**src/rtl/seq_frame_gen.sv**
```systemverilog
// Serial frame generator. It takes one parallel word over a valid/ready
// handshake and sends it on a 1-bit line as: sync preamble, data MSB-first,
// then an even-parity bit. A fixed number of idle gap cycles follows each frame.
module seq_frame_gen #(
    parameter int                 WIDTH      = 8,
    parameter int                 PRE_LEN    = 4,
    parameter logic [PRE_LEN-1:0] PREAMBLE   = 4'b1011,
    parameter int                 GAP_CYCLES = 2
) (
    input  logic             clk,
    input  logic             reset,
    input  logic             load_valid,
    input  logic [WIDTH-1:0] load_data,
    output logic             load_ready,
    output logic             out,
    output logic             out_valid,
    output logic             busy,
    output logic             done
);

    // One counter serves every timed state. It is sized for the longest of them.
    localparam int MAX_A = (PRE_LEN > WIDTH) ? PRE_LEN : WIDTH;
    localparam int MAXV  = (MAX_A > GAP_CYCLES) ? MAX_A : GAP_CYCLES;
    localparam int CW    = (MAXV > 0) ? $clog2(MAXV + 1) : 1;

    localparam logic [CW-1:0] PRE_LAST  = CW'(PRE_LEN - 1);
    localparam logic [CW-1:0] DATA_LAST = CW'(WIDTH - 1);
    localparam logic [CW-1:0] GAP_LAST  = CW'(GAP_CYCLES - 1);

    typedef enum logic [2:0] {IDLE, PRE, DATA, PAR, GAP} state_t;

    state_t             state, state_n;
    logic [CW-1:0]      cnt, cnt_n;
    logic [WIDTH-1:0]   word, word_n;
    logic [PRE_LEN-1:0] pre_sh;
    logic [WIDTH-1:0]   dat_sh;
    logic               out_n, vld_n, busy_n, done_n;

    assign load_ready = (state == IDLE);

    // Next state, counter and word. The registered outputs are then derived
    // from the state and counter of the next cycle, so every output bit is a
    // flop and the first preamble bit appears right after the accept edge.
    always_comb begin
        state_n = state;
        cnt_n   = cnt + 1'b1;
        word_n  = word;
        out_n   = 1'b0;
        vld_n   = 1'b0;
        busy_n  = 1'b0;
        done_n  = 1'b0;
        pre_sh  = '0;
        dat_sh  = '0;

        case (state)
            IDLE: begin
                cnt_n = '0;
                if (load_valid) begin
                    state_n = PRE;
                    word_n  = load_data;
                end
            end
            PRE: if (cnt == PRE_LAST) begin
                state_n = DATA;
                cnt_n   = '0;
            end
            DATA: if (cnt == DATA_LAST) begin
                state_n = PAR;
                cnt_n   = '0;
            end
            PAR: begin
                cnt_n = '0;
                if (GAP_CYCLES == 0) state_n = IDLE;
                else                 state_n = GAP;
            end
            GAP: if (cnt == GAP_LAST) begin
                state_n = IDLE;
                cnt_n   = '0;
            end
            default: begin
                state_n = IDLE;
                cnt_n   = '0;
            end
        endcase

        // Left-shifting by the bit index puts the bit being sent in the MSB.
        // This avoids a variable reverse index.
        pre_sh = PREAMBLE << cnt_n;
        dat_sh = word_n << cnt_n;

        case (state_n)
            PRE:  begin out_n = pre_sh[PRE_LEN-1]; vld_n = 1'b1; busy_n = 1'b1; end
            DATA: begin out_n = dat_sh[WIDTH-1];   vld_n = 1'b1; busy_n = 1'b1; end
            PAR:  begin out_n = ^word_n; vld_n = 1'b1; busy_n = 1'b1; done_n = 1'b1; end
            GAP:  busy_n = 1'b1;
            default: ;
        endcase
    end

    // State, counter, word and registered outputs. Reset drops any frame in flight.
    always_ff @(posedge clk or negedge reset) begin
        if (!reset) begin
            state     <= IDLE;
            cnt       <= '0;
            word      <= '0;
            out       <= 1'b0;
            out_valid <= 1'b0;
            busy      <= 1'b0;
            done      <= 1'b0;
        end else begin
            state     <= state_n;
            cnt       <= cnt_n;
            word      <= word_n;
            out       <= out_n;
            out_valid <= vld_n;
            busy      <= busy_n;
            done      <= done_n;
        end
    end

endmodule

```
**config.mk**
```make
export PLATFORM = sky130hd
export DESIGN_NAME = seq_frame_gen
export DESIGN_NICKNAME = d
export VERILOG_FILES = /design/src/rtl/seq_frame_gen.sv
export SDC_FILE = /design/constraint.sdc
export NUM_CORES = 1
export LEC_CHECK = 0
export BUFFER_PORTS_ARGS = -buffer_cell sky130_fd_sc_hd__buf_2
export CAP_MARGIN = 10
export CORE_UTILIZATION = 40
export DETAILED_ROUTE_END_ITERATION = 7
export PLACE_DENSITY_LB_ADDON = 0.1
export SETUP_SLACK_MARGIN = 0.2
export SLEW_MARGIN = 20
export SYNTH_ARGS = -nofsm -noshare
export SYNTH_HDL_FRONTEND = slang
export SYNTH_SLANG_ARGS = --single-unit
export TNS_END_PERCENT = 20
```
**constraint.sdc**
```tcl
create_clock -name clk -period 2.1 [get_ports clk]
set_input_delay 0.42 -clock clk [delete_from_list [all_inputs] [get_ports clk]]
set_output_delay 0.42 -clock clk [all_outputs]
set_load 0.01 [all_outputs]
```
==> reports/summary.md <==
* status: finished clean
* Vias per Instance: 5.29
* cell with the most instances after synthesis: dfrtp_1
* Post-Route WL: 2380 µm
* Iter 0 DRT Violations: 20
* vertical die dimension: 55.7 µm
* post-layout total power: 2.37 mW
* main area contributors after synthesis: dfrtp_1 41%, xnor2_1 9.1%, mux2_1 3.9%
* area enclosed by the die boundary: 3110 µm²
* share of the synthesized area in compound gates (AO/OA/AOI/OAI): 12.2%
* routed length per instance: 14.7 µm
* worst relative slew slack: 71.3%
* maximum number of pins on one net before global-route repair: 20
* CTS sink count: 19
* portion of the post-synthesis area used by sequential elements: 41.2%
* final cycle utilization of the critical path: 98.7%
* pwr/cell area: 1650 nW/µm²
* clock period minus final worst setup slack: 2.07 ns
* Max Clk Rate: 482 MHz
* CTS tree: yes
* kind of critical path: flop to flop
* hold-fix buffers at CTS: 0
* final setup fails: 0
* row count: 19
* via count of the first global-routing pass: 936
* total gr overflow: 0
* maximum ir drop on the vdd rail: 1070 µV
* HP Class: primary input to asynchronous set/reset pin
* commonest register cell after synthesis: dfrtp_1
* number of max-slew violations in the final report: 0
* overall routing resource usage: 18.3%
* met2 global-route usage: 31.2%
* maxcap violations: 0
* nets@finish: 145
* slowest stage cell on the critical path: dfrtp_1
* switching component of the power: 0.946 mW
* post-synthesis xor/xnor area fraction: 12.1%
* global-route met3 utilization: 2.33%
* number of buffers added on ports: 15
* final-layout setup total negative slack: 0 ns
* post-route insts no fill: 162
* total via count in the routed design: 857
* average cell area after synthesis: 11.1 µm²
* Critical Path Start Type: flop
* Mapped Cells: 104
* switching fraction of total power: 39.9%
* nets in the synthesized netlist: 117
* DP Worst Slack: -0.0498 ns
* Post-Synth Simple-Gate Area: 15.7%
* post-synth top area cell: dfrtp_1
* post-route cell area: 1440 µm²
* total instance count after detailed placement: 151
* antenna fix cells: 0
* Post-Route Hold Slack: 0.0462 ns
* clock buffer depth: 2
* Hold Vio Cnt, Final: 0
* Arr. time, crit path: 2.28 ns
* hpwl dp: 1800 µm
* detailed-routing iteration count for the pre-antenna-repair pass: 4
* Syn-to-layout area delta: 24.8%
* leakage power summed over all cells: 0.661 nW
* initial core utilization: 42.2%
* final design utilization: 52.7%
* IO Pins: 16
* depth of the CTS H-tree: 1
* RSZ-0062 raised after global routing: true
* clock-pin slew of the registers on the worst-case setup and hold paths: 0.10 ns
* clock insertion delay at the later pin of the skew report: 0.29 ns
* portion of total power attributed to the clock network: 7.7%
* post-synthesis instance area: 1150 µm²
* part of the total power dissipated in combinational logic: 65.2%
* wire length of the first global-routing pass: 4300 µm
* TritonCTS Buffers: 3
* slowest cell delay on critical path: 0.41 ns
* Int Power: 1.43 mW
* fraction of layout instances using a drive strength above 1: 38.9%
* most congested layer reported by global routing: met2
* number of warning messages in the yosys log: 0
* Core ar.: 2730 µm²
* part of the total power dissipated in sequential elements: 27.1%
* Max Fanout on Critical Path: 4
* share of synthesized area spent on multiplexers: 11.2%
* post-route DRC violation count: 0
* met1 global-route usage: 21.5%
* routability congestion estimate from global placement: 0.777
* worst path cell trace: buf_6, ha_4, nor2b_4, a221oi_4, o21ai_2, mux2i_1, a311o_1, o32ai_2
* actual transition at the worst max-transition pin: 0.431 ns
* cell area after placement: 1320 µm²
* critical path endpoint category: flop
* min setup slack post-route: 0.0265 ns
* Clock Tree Root: clkbuf_4
* EDFF count, synth: 0
* area share of fa/ha/maj cells after synthesis: 2.17%
* floorplan die width: 55.7 µm
* top post-synthesis cells by count: 19 x dfrtp_1, 12 x xnor2_1, 6 x inv_1
* count of unique library cells instantiated by Yosys: 41
* Max Clock Skew: 0.000745 ns
* number of flip-flops and latches in the synthesized netlist: 19
* antenna violation net count after detailed routing: 0
* number of antenna violations at the first check in global routing: 0
* proportion of netlist area held by the largest area contributor: 41.2%
* dominant combinational cell family by area after synthesis: simple AND/OR/NAND/NOR gates
* async set or reset register ratio after synthesis: 100%
* required time worst endpoint: 2.31 ns
==> repair_timing <==
action | in CTS | in global routing
endpoints found under the setup margin | 1 | 2
gates resized for setup | 5 | 4
pin swaps | 6 | 6
buffers inserted | 4 | 3
==> final timing paths <==
path,from,to,slack (ns),cells after the start
max,cnt[0],out,0.03,8
min,reset,out_valid,0.05,1
max reg2reg,cnt[0],out,0.03,8
min reg2reg,word[7],word[7],0.52,1
max in group asynchronous,reset,state[1],1.73,1
min in group clk,load_data[5],word[5],0.38,2
==> per-layer routing <==
| metal | up-vias | wire length [µm] |
|---|---|---|
| met2 | 20 | 1180 |
| met4 | 0 | 83 |
| met3 | 6 | 63 |
| li1 | 420 | - |
| met5 | - | 0 |
| met1 | 411 | 1040 |
==> sequential cells by signal, indices dropped and copies added, names as in the netlist <==
name / count
word: 8
cnt: 4
state: 3
busy: 1
done: 1
out: 1
out_valid: 1
==> cells in the final DEF, fill, tap and decap left out, types with 2 or more instances in the layout <==
cell type,instances
a21oi_1,4
dfrtp_1,18
nor2_1,5
o21bai_1,2
mux2i_1,2
buf_4,10
mux2_1,3
o21ai_2,2
nor3_1,2
nor2b_1,2
nand2b_1,4
clkbuf_4,3
buf_6,3
buf_2,15
nand3_1,2
or2_2,2
xnor2_1,12
nor4b_4,2
inv_1,6
xor2_1,4
mux2_4,5
==> power by group through the flow <==
| stage | sequential [mW] | combinational [mW] | clock, mW |
|---|---|---|---|
| after floorplan | 0.613 | 1.15 | 0 |
| after global placement | 0.654 | 1.40 | 0 |
| after detailed placement | 0.656 | 1.40 | 0 |
| after CTS | 0.642 | 1.53 | 0.192 |
| after global routing | 0.669 | 1.69 | 0.213 |
| final | 0.643 | 1.55 | 0.182 |
==> cells by family after synthesis <==
logic type / count (synthesis)
and+or+nand+nor: 26
muxes: 11
adders and majority gates: 2
buffers and inverters: 11
AOI/OAI and AO/OA: 19
DFF: 19
xor gates and xnor gates: 16
==> area by class of cell <==
| class | instances | area (µm²) |
|---|---|---|
| Clock buffer | 4 | 26.3 |
| Sequential cell | 19 | 477 |
| Fill cell | 242 | 1290 |
| Timing Repair Buffer | 28 | 184 |
| Inverter | 6 | 22.5 |
| Multi-Input combinational cell | 74 | 693 |
| Tap cell | 31 | 38.8 |
==> worst max-delay path, delay by kind of cell, from the launching register on <==
family          cells  cell delay [ns]
compound gates      4             1.02
flops               1             0.41
fa+ha+maj           1             0.15
buf+inv             1             0.13
simple gates        1             0.13
mux                 1             0.13
No activity file was read; power rests on OpenSTA's default activity.
